--- src/rtl/enc8b10b_pkg.sv ---
// Shared 8b/10b definitions: widths, running-disparity encoding, K-code bytes
// and a ones-count helper used by the decoder.
package enc8b10b_pkg;

    localparam int SYM_W  = 10;
    localparam int BYTE_W = 8;

    localparam logic RD_NEG = 1'b0;
    localparam logic RD_POS = 1'b1;

    typedef enum logic {
        ST_RD_NEG = RD_NEG,
        ST_RD_POS = RD_POS
    } rd_state_t;

    localparam logic [4:0]        K28_EDCBA  = 5'd28;
    localparam logic [BYTE_W-1:0] K28_5_BYTE = 8'hBC;
    localparam logic [BYTE_W-1:0] K23_7_BYTE = 8'hF7;
    localparam logic [BYTE_W-1:0] K27_7_BYTE = 8'hFB;
    localparam logic [BYTE_W-1:0] K29_7_BYTE = 8'hFD;
    localparam logic [BYTE_W-1:0] K30_7_BYTE = 8'hFE;

    function automatic logic [3:0] ones10(input logic [SYM_W-1:0] sym);
        logic [3:0] n;
        n = '0;
        for (int i = 0; i < SYM_W; i++) begin
            n = n + 4'(sym[i]);
        end
        return n;
    endfunction

endpackage

--- src/rtl/dec_6b5b.sv ---
// 6b/5b sub-block decoder: maps abcdei (either RD form) to EDCBA and flags
// the K28 sub-block, which the 4b/3b stage needs to pick its table.
module dec_6b5b
    import enc8b10b_pkg::*;
(
    input  logic [5:0] i_abcdei,
    output logic [4:0] o_edcba,
    output logic       o_valid,
    output logic       o_k28
);

    always_comb begin
        o_edcba = '0;
        o_valid = 1'b1;
        o_k28   = 1'b0;
        case (i_abcdei)
            6'b100111, 6'b011000: o_edcba = 5'd0;
            6'b011101, 6'b100010: o_edcba = 5'd1;
            6'b101101, 6'b010010: o_edcba = 5'd2;
            6'b110001:            o_edcba = 5'd3;
            6'b110101, 6'b001010: o_edcba = 5'd4;
            6'b101001:            o_edcba = 5'd5;
            6'b011001:            o_edcba = 5'd6;
            6'b111000, 6'b000111: o_edcba = 5'd7;
            6'b111001, 6'b000110: o_edcba = 5'd8;
            6'b100101:            o_edcba = 5'd9;
            6'b010101:            o_edcba = 5'd10;
            6'b110100:            o_edcba = 5'd11;
            6'b001101:            o_edcba = 5'd12;
            6'b101100:            o_edcba = 5'd13;
            6'b011100:            o_edcba = 5'd14;
            6'b010111, 6'b101000: o_edcba = 5'd15;
            6'b011011, 6'b100100: o_edcba = 5'd16;
            6'b100011:            o_edcba = 5'd17;
            6'b010011:            o_edcba = 5'd18;
            6'b110010:            o_edcba = 5'd19;
            6'b001011:            o_edcba = 5'd20;
            6'b101010:            o_edcba = 5'd21;
            6'b011010:            o_edcba = 5'd22;
            6'b111010, 6'b000101: o_edcba = 5'd23;
            6'b110011, 6'b001100: o_edcba = 5'd24;
            6'b100110:            o_edcba = 5'd25;
            6'b010110:            o_edcba = 5'd26;
            6'b110110, 6'b001001: o_edcba = 5'd27;
            6'b001110:            o_edcba = 5'd28;
            6'b101110, 6'b010001: o_edcba = 5'd29;
            6'b011110, 6'b100001: o_edcba = 5'd30;
            6'b101011, 6'b010100: o_edcba = 5'd31;
            6'b001111, 6'b110000: begin
                o_edcba = K28_EDCBA;
                o_k28   = 1'b1;
            end
            default: o_valid = 1'b0;
        endcase
    end

endmodule

--- src/rtl/decoder_10b8b.sv ---
// 10b/8b decoder: stage 1 captures the symbol and its ones count, stage 2
// decodes, checks disparity against the RD state and registers the results.
// state     | meaning
// ST_RD_NEG | running disparity negative (reset / restart value)
// ST_RD_POS | running disparity positive
module decoder_10b8b
    import enc8b10b_pkg::*;
(
    input  logic              clk,
    input  logic              reset,
    input  logic              startin,
    input  logic              pushin,
    input  logic [SYM_W-1:0]  datain,
    output logic              pushout,
    output logic [BYTE_W-1:0] dataout,
    output logic              kout,
    output logic              code_err,
    output logic              disp_err,
    output logic              rdout
);

    logic              r_s1_valid;
    logic [SYM_W-1:0]  r_s1_sym;
    logic [3:0]        r_s1_ones;
    rd_state_t         r_rd;
    rd_state_t         w_rd_next;
    logic              r_pushout, r_kout, r_code_err, r_disp_err, r_rdout;
    logic [BYTE_W-1:0] r_dataout;

    logic [4:0]        w_edcba;
    logic              w_v6, w_k28, w_v4, w_kx7, w_k;
    logic [2:0]        w_hgf;
    logic [3:0]        w_fghj_n;
    logic              w_code_err, w_disp_err;
    logic [BYTE_W-1:0] w_byte;

    always_ff @(posedge clk or negedge reset) begin
        if (!reset) begin
            r_s1_valid <= 1'b0;
            r_s1_sym   <= '0;
            r_s1_ones  <= '0;
        end else if (startin) begin
            r_s1_valid <= 1'b0;
        end else begin
            r_s1_valid <= pushin;
            if (pushin) begin
                r_s1_sym  <= datain;
                r_s1_ones <= ones10(datain);
            end
        end
    end

    dec_6b5b u_dec_6b5b (
        .i_abcdei (r_s1_sym[9:4]),
        .o_edcba  (w_edcba),
        .o_valid  (w_v6),
        .o_k28    (w_k28)
    );

    // K28 in its RD+ form (i=0) carries a complemented 4b sub-block.
    assign w_fghj_n = (w_k28 && !r_s1_sym[4]) ? ~r_s1_sym[3:0] : r_s1_sym[3:0];

    always_comb begin
        w_hgf = '0;
        w_v4  = 1'b1;
        case (w_fghj_n)
            4'b1011, 4'b0100:                   w_hgf = 3'd0;
            4'b1001:                            w_hgf = 3'd1;
            4'b0101:                            w_hgf = 3'd2;
            4'b1100, 4'b0011:                   w_hgf = 3'd3;
            4'b1101, 4'b0010:                   w_hgf = 3'd4;
            4'b1010:                            w_hgf = 3'd5;
            4'b0110:                            w_hgf = 3'd6;
            4'b1110, 4'b0001, 4'b0111, 4'b1000: w_hgf = 3'd7;
            default:                            w_v4  = 1'b0;
        endcase
        if (w_k28 && (w_fghj_n inside {4'b1011, 4'b1100, 4'b1101, 4'b1110, 4'b0001, 4'b0111}))
            w_v4 = 1'b0;
    end

    assign w_kx7 = (r_s1_sym[3:0] == 4'b0111 || r_s1_sym[3:0] == 4'b1000)
                 && ({3'b111, w_edcba} inside {K23_7_BYTE, K27_7_BYTE, K29_7_BYTE, K30_7_BYTE});

    assign w_code_err = (r_s1_ones < 4'd4) || (r_s1_ones > 4'd6) || !w_v6 || !w_v4;
    assign w_k        = !w_code_err && (w_k28 || w_kx7);
    assign w_byte     = w_code_err ? '0 : {w_hgf, w_edcba};
    assign w_disp_err = !w_code_err
                      && (((r_s1_ones == 4'd6) && (r_rd == ST_RD_POS))
                       || ((r_s1_ones == 4'd4) && (r_rd == ST_RD_NEG)));

    always_ff @(posedge clk or negedge reset) begin
        if (!reset) r_rd <= ST_RD_NEG;
        else        r_rd <= w_rd_next;
    end

    always_comb begin
        w_rd_next = r_rd;
        if (startin) begin
            w_rd_next = ST_RD_NEG;
        end else if (r_s1_valid && !w_code_err) begin
            if (r_s1_ones == 4'd6)      w_rd_next = ST_RD_POS;
            else if (r_s1_ones == 4'd4) w_rd_next = ST_RD_NEG;
        end
    end

    always_ff @(posedge clk or negedge reset) begin
        if (!reset) begin
            r_pushout  <= 1'b0;
            r_dataout  <= '0;
            r_kout     <= 1'b0;
            r_code_err <= 1'b0;
            r_disp_err <= 1'b0;
            r_rdout    <= 1'b0;
        end else if (startin) begin
            r_pushout  <= 1'b0;
        end else begin
            r_pushout <= r_s1_valid;
            if (r_s1_valid) begin
                r_dataout  <= w_byte;
                r_kout     <= w_k;
                r_code_err <= w_code_err;
                r_disp_err <= w_disp_err;
                r_rdout    <= (w_rd_next == ST_RD_POS);
            end
        end
    end

    assign pushout  = r_pushout;
    assign dataout  = r_dataout;
    assign kout     = r_kout;
    assign code_err = r_code_err;
    assign disp_err = r_disp_err;
    assign rdout    = r_rdout;

endmodule

--- config.mk ---
export PLATFORM = sky130hd
export DESIGN_NAME = decoder_10b8b
export DESIGN_NICKNAME = d
export VERILOG_FILES = /design/src/rtl/enc8b10b_pkg.sv /design/src/rtl/dec_6b5b.sv /design/src/rtl/decoder_10b8b.sv
export SDC_FILE = /design/constraint.sdc
export NUM_CORES = 1
export LEC_CHECK = 0
export ABC_AREA = 1
export CORE_ASPECT_RATIO = 0.6
export CORE_UTILIZATION = 56
export CTS_CLUSTER_SIZE = 30
export DETAILED_ROUTE_END_ITERATION = 10
export GPL_ROUTABILITY_DRIVEN = 0
export PLACE_DENSITY_LB_ADDON = 0.1
export REMOVE_ABC_BUFFERS = 1
export SKIP_LAST_GASP = 1
export SLEW_MARGIN = 20
export SYNTH_ARGS = -nofsm -noshare
export SYNTH_HDL_FRONTEND = slang
export SYNTH_SLANG_ARGS = --single-unit
--- constraint.sdc ---
create_clock -name clk -period 3.23 [get_ports clk]
set_input_delay 0.646 -clock clk [delete_from_list [all_inputs] [get_ports clk]]
set_output_delay 0.646 -clock clk [all_outputs]
set_load 0.1 [all_outputs]
==> flow_summary_export.csv, run 1 <==
group,metric,value,unit
run_status,status,"finished clean",
sta,rsz0062_at_grt,"no",
drt,drt_iter0_drc,315,
place,hpwl,4670,µm
clock_network,cts_root_buf,"clkbuf_8",
synthesis,yosys_most_used_dff,"dfrtp_1",
global_route,met1_usage,0.390,
global_route,grt_pass1_vias,2219,
floorplanning,start_util,0.585,
sta,slew_viol_final,0,
drt,ant_nets,0,
layout,n_antenna_cell,0,
critical_path,r2r_start,"r_s1_sym[9]$_DFFE_PN0P_",
floorplanning,die_w,86.7,µm
critical_path,ff2ff_path_depth,15,
synthesis,ys_seq_area_frac,0.301,
floorplanning,coreArea,4120,µm²
global_route,grt_remaining_overflow,0,
sta,setup_viol,0,
clock_network,cts_tree,"done",
synthesis,ys_warn_count,0,
layout,layout-drive-gt1-share,0.123,
place,placed_area,2740,µm²
drt,wirelength,5950,µm
synthesis,synthTopCellsByArea,"dfrtp_1, nand2_1, nand3_1",
power,comb_power_share,0.452,
worst_hold_path,hold_depth,2,
critical_path,reg2reg_to,"disp_err$_DFFE_PN0P_",
drt,vias,2579,
sta,worst_pin_slew,0.655,ns
power,swShare,0.443,
power,seqPwrFrac,0.338,
floorplanning,core.rowCount,18,
critical_path,cp.required,3.38,ns
synthesis,synth_edf_count,0,
critical_path,crit_family,"adder cells",
clock_network,cts_buffers,5,
drt,drc,0,
clock_network,clk_latency,0.27,ns
global_route,grtUsageTotal,0.279,
sta,finalCritPeriodShare,0.966,
critical_path,endpoint_kind,"register",
clock_network,clockBufferDepth,2,
synthesis,synth.most_common_cell,"nand2_1",
clock_network,htreeDepth,2,
critical_path,start_kind,"primary input",
drt,wl_per_cell,12.4,µm
synthesis,synthCells,386,
worst_hold_path,hold_path_end,"dataout[6]$_DFFE_PN0P_",
layout,area_growth_syn_to_layout,17.7,%
floorplanning,dieArea,4580,µm²
sta,setup_tns,0,ns
clock_network,path_clk_slew,0.06,ns
worst_hold_path,min_from,"dataout[6]$_DFFE_PN0P_",
floorplanning,ios,27,
global_route,grt_use_met3,0.0945,
worst_hold_path,hp-class,"register to register",
clock_network,cts.sinks,29,
sta,slew_headroom,0.562,
power,p_int,0.000774,W
critical_path,worstPathArrival,3.27,ns
synthesis,synth_area,2410,µm²
power,p_leak,1.61,nW
synthesis,synth_commonest_cells,"nand2_1, nor2_1, inv_1",
critical_path,cpPeakStageDelay,0.52,ns
synthesis,synth_top_cell_by_area,"dfrtp_1",
power,p_total,0.00139,W
drt,via_per_inst,5.35,
global_route,grt_antenna_before_repair,0,
critical_path,critPathSlowestCell,"fa_1",
sta,timing.fmax,0.321,GHz
synthesis,async_flop_share,1.00,
global_route,grt_busiest_layer,"met2",
global_route,grt_start_max_net_pins,30,
run,drv_cap,0,
synthesis,avgSynthCellArea,6.24,µm²
power,power.switching,0.000615,W
critical_path,crit_chain,"dlygate4sd2_1 > fa_1 > inv_1 > fa_1 > fa_1 > inv_1 > ha_2 > inv_1 > fa_2 > o21ai_1",
global_route,grt_pass1_wl,9770,µm
power,ir_drop,0.000264,V
critical_path,worstSetupPathType,"primary input to register",
synthesis,synth.top_cell.area_share,0.301,
layout,nets,444,
synthesis,yosysUniqueCellTypes,29,
sta,skew,0.00275,ns
critical_path,critPathMaxFanout,2,
sta,layout_min_cycle_time,3.12,ns
power,power.share.clock,0.210,
floorplanning,dieHeight,52.8,µm
layout,final_area,2840,µm²
drt,dr.pass1.iters,5,
critical_path,cp_num_buf_inv,4,
sta,hold_viol,0,
synthesis,synth-seq-cells,29,
global_route,grtUsageMet2,0.418,
place,port_buffers,26,
power,powerDensity,490,nW/µm²
critical_path,reg2reg_setup_slack,0.50,ns
==> power by group through the flow <==
| stage | clock [W] | sequential, W | combinational [W] |
|---|---|---|---|
| CTS | 0.000299 | 0.000469 | 0.000622 |
| global placement | 0 | 0.000471 | 0.000603 |
| floorplan | 0 | 0.000595 | 0.000332 |
| detailed placement | 0 | 0.000475 | 0.000613 |
| finish | 0.000291 | 0.000469 | 0.000628 |
| global route | 0.000315 | 0.000475 | 0.000692 |
==> worst register-to-register path, delay by kind of cell (launching register included) <==
family        cells  cell delay (ns)
flops             1             0.42
simple gates     13             1.71
buf+inv           2             0.54
==> kinds of logic (layout without fill, tap and decap cells) <==
family,Yosys count,count (layout),synth area share
xor gates and xnor gates,3,3,0.0109
DFF,29,29,0.301
and+or+nand+nor,258,258,0.458
AOI/OAI and AO/OA,33,33,0.0774
adders and majority gates,8,8,0.0602
buffers and inverters,55,91,0.0919
==> cell type report <==
cell class                 count  area (µm²)
multi-input combinational    302        1470
inverter                      47         176
fill                         397        1290
sequential                    29         726
clock buffer                   7        86.3
tap                           60        75.1
timing repair buffer          37         304
==> metal layers <==
metal	routed length, µm	vias up	share of wire
met5	0	-	0
met4	55	0	0.0092
met3	570	10	0.096
met2	2460	125	0.41
met1	2870	1144	0.48
li1	-	1300	-
==> placed cells by master, fill, tap and decap left out <==
cell type        instances
nand2_1                141
nor2_1                  46
inv_1                   42
nand3_1                 42
dfrtp_1                 29
buf_4                   24
o21ai_0                 20
nand4_1                  8
clkdlybuf4s50_1          7
nor2_2                   6
nor3_1                   6
clkbuf_8                 6
inv_2                    5
fa_1                     5
dlygate4sd2_1            5
o22ai_1                  3
a21oi_1                  3
nor2_4                   2
nand3_2                  2
nand2_2                  2
xor2_1                   2
a2111oi_0                2
o21ai_2                  2
o21ai_1                  2
a211oi_1                 1
and3_1                   1
nand3b_1                 1
or2_2                    1
xnor2_1                  1
fa_2                     1
ha_1                     1
ha_2                     1
clkbuf_1                 1
clkdlybuf4s15_1          1
==> flip-flops by register name (all words and copies together) (netlist names) <==
signal,count
code_err,1
dataout,8
rdout,1
r_s1_sym,10
disp_err,1
kout,1
r_s1_ones,4
pushout,1
r_s1_valid,1
r_rd,1
==> metrics by stage <==
step                      std cells  utilization  setup WS, ns  hold WS, ns
after floorplan                 378            -         0.157        0.350
after global placement          474        0.665        -0.365        0.463
after detailed placement        474        0.665        -0.494        0.467
after CTS                       482        0.688        0.0778        0.484
after global routing            482        0.688        0.0240        0.500
final                           482        0.688         0.110        0.477
==> how the worst max path moves through the flow <==
stage          cells past startpoint  slack [ns]       from                       end
3_3_place_gp                      11       -0.36  datain[0]  r_s1_ones[2]$_DFFE_PN0P_
5_1_grt                           11        0.02  datain[1]  r_s1_ones[2]$_DFFE_PN0P_
6_report                          10        0.11  datain[1]  r_s1_ones[1]$_DFFE_PN0P_
3_5_place_dp                      11       -0.49  datain[0]  r_s1_ones[2]$_DFFE_PN0P_
2_1_floorplan                     10        0.16  datain[0]  r_s1_ones[2]$_DFFE_PN0P_
4_1_cts                           10        0.08  datain[0]  r_s1_ones[1]$_DFFE_PN0P_
==> repair_timing <==
action                                  4_1_cts  5_1_grt
buffers inserted                              1        0
pin swaps                                     3        2
endpoints found under the setup margin        2        1
hold buffers                                  0        0
gates resized for setup                      13        1
gates cloned                                  0        0
No activity file was read; power rests on OpenSTA's default activity.
==> run 2: changes to the inputs <==
PLACE_DENSITY = 0.88   (was unset)
PLACE_DENSITY_LB_ADDON = unset   (was 0.1)
==> run 2 against run 1 <==
Effect of this change:
- sequential share of layout area is 0.20 points higher
- largest cell class unchanged
- combinational power is essentially flat
- setup slack better by 0.042 ns
- via count about the same
- worst hold slack is essentially flat
==> flow_summary_export.csv, run 2 (synthesis gave the netlist of run 1 again) <==
group,metric,value,unit
layout,final_common_cell,"nand2_1",
floorplanning,dieArea,4580,µm²
place,dp.cells,471,
drt,drc,0,
critical_path,endpoint_kind,"register",
critical_path,cp_num_buf_inv,4,
layout,mostFrequentLayoutCells,"nand2_1, nor2_1, inv_1, nand3_1, dfrtp_1",
sta,setup_viol,0,
drt,wirelength,5860,µm
sta,finalCritPeriodShare,0.953,
layout,top_register,"r_s1_sym",
sta,hold_viol,0,
critical_path,cp.required,3.39,ns
sta,timing.fmax,0.325,GHz
worst_hold_path,hp-class,"register to register",
run_status,status,"finished clean",
power,p_int,0.000775,W
place,hpwl,4620,µm
power,swShare,0.445,
clock_network,cts_hold_buf,0,
layout,nets,441,
run,drv_cap,0,
sta,layout_min_cycle_time,3.08,ns
clock_network,cts_buffers,5,
global_route,grtUsageTotal,0.276,
sta,rsz0062_at_grt,"no",
critical_path,worstPathArrival,3.24,ns
critical_path,r2r_start,"r_s1_sym[8]$_DFFE_PN0P_",
layout,layout-drive-gt1-share,0.117,
power,ir_drop,0.000334,V
critical_path,crit_family,"adder cells",
clock_network,cts_root_buf,"clkbuf_8",
sta,slew_headroom,0.548,
critical_path,critPathSlowestCell,"fa_1",
clock_network,cts_tree,"done",
sta,fin_hold_ws,0.477,ns
floorplanning,start_util,0.585,
critical_path,reg2reg_setup_slack,0.45,ns
sta,setup_tns,0,ns
critical_path,ff2ff_path_depth,14,
layout,instances_no_fill,479,
critical_path,worstSetupPathType,"primary input to register",
place,placed_area,2720,µm²
place,port_buffers,26,
global_route,grt_pass1_wl,9400,µm
drt,via_per_inst,5.38,
worst_hold_path,hold_depth,2,
global_route,grt_antenna_before_repair,0,
power,power.share.clock,0.214,
drt,dr.pass1.iters,8,
floorplanning,dieHeight,52.8,µm
layout,largest_reg_flops,10,
drt,vias,2577,
layout,area_growth_syn_to_layout,16.7,%
power,seqPwrFrac,0.336,
critical_path,critPathMaxFanout,2,
sta,worst_pin_slew,0.675,ns
power,powerDensity,496,nW/µm²
sta,skew,0.00543,ns
floorplanning,die_w,86.7,µm
worst_hold_path,hold_path_end,"dataout[7]$_DFFE_PN0P_",
layout,final_area,2810,µm²
drt,drt_iter0_drc,372,
drt,ant_nets,0,
critical_path,reg2reg_to,"dataout[7]$_DFFE_PN0P_",
critical_path,cpPeakStageDelay,0.51,ns
clock_network,clk_latency,0.29,ns
clock_network,cts.sinks,29,
clock_network,path_clk_slew,0.06,ns
floorplanning,coreArea,4120,µm²
global_route,grt_remaining_overflow,0,
layout,n_antenna_cell,0,
critical_path,crit_cells,10,
global_route,grt_pass1_vias,2144,
clock_network,clockBufferDepth,2,
clock_network,htreeDepth,2,
critical_path,crit_chain,"dlygate4sd2_1 > fa_1 > inv_1 > fa_1 > fa_1 > inv_1 > ha_2 > inv_1 > fa_2 > o21ai_1",
power,p_leak,1.59,nW
global_route,grt_start_max_net_pins,30,
sta,slew_viol_final,0,
drt,wl_per_cell,12.2,µm
critical_path,start_kind,"primary input",
floorplanning,ios,27,
power,power.switching,0.000621,W
power,p_total,0.00140,W
floorplanning,core.rowCount,18,
worst_hold_path,min_from,"dataout[7]$_DFFE_PN0P_",
power,comb_power_share,0.449,
==> run 2: cell types whose count changed in the layout (fill, tap and decap cells not counted), sizes merged <==
cell	change
buf	-3
==> run 2: final cells by class <==
class,instances,area (µm²)
tap,60,75.1
inverter,47,176
fill,388,1310
timing repair buffer,34,282
multi-input combinational,302,1470
sequential,29,726
clock buffer,7,86.3
==> run 2: worst max-delay path by stage <==
| stage | startpoint | end | slack (ns) |
|---|---|---|---|
| after floorplan | datain[0] | r_s1_ones[2]$_DFFE_PN0P_ | 0.16 |
| after global placement | datain[0] | r_s1_ones[2]$_DFFE_PN0P_ | -0.36 |
| after detailed placement | datain[0] | r_s1_ones[2]$_DFFE_PN0P_ | -0.44 |
| after CTS | datain[0] | r_s1_ones[1]$_DFFE_PN0P_ | 0.08 |
| after global routing | datain[0] | r_s1_ones[1]$_DFFE_PN0P_ | 0.01 |
| final | datain[1] | r_s1_ones[1]$_DFFE_PN0P_ | 0.15 |
==> run 2: metal layers <==
layer  global-route usage  wire (µm)  share of wire
met1                0.372       2650           0.45
met2                0.407       2440           0.42
met3                0.106        687           0.12
met4               0.0861         76          0.013
met5                    0          0              0
==> run 2: power by group through the flow <==
stage	Combinational (W)	Sequential, W	Clock (W)
6_report	0.000627	0.000470	0.000299
5_1_grt	0.000695	0.000476	0.000323
4_1_cts	0.000621	0.000469	0.000310
3_5_place_dp	0.000611	0.000475	0
3_3_place_gp	0.000596	0.000472	0
2_1_floorplan	0.000332	0.000595	0
==> run 2: worst reg2reg max path: stages (launching register included) <==
cell	delay (ns)
dfrtp_1	0.40
nand2_1	0.15
inv_1	0.32
nand3_2	0.25
nand2_1	0.14
nand2_2	0.11
nor2_1	0.25
nand2_1	0.10
nand2_1	0.10
nor2_1	0.07
nand3_1	0.10
nand2_1	0.09
nor2_2	0.39
o21ai_0	0.17
nand2_1	0.08
==> run 2: per-stage QoR <==
stage	utilization	setup WS (ns)
6_report	0.682	0.153
5_1_grt	0.682	0.0127
4_1_cts	0.682	0.0786
3_5_place_dp	0.660	-0.437
3_3_place_gp	0.660	-0.361
2_1_floorplan	-	0.157
==> run 2: what timing repair did <==
| action | 4_1_cts | 5_1_grt |
|---|---|---|
| cloned | 0 | 0 |
| setup endpoints to repair | 2 | 2 |
| buffers inserted | 1 | 0 |
| resized for setup | 12 | 2 |
| pin swaps | 3 | 1 |
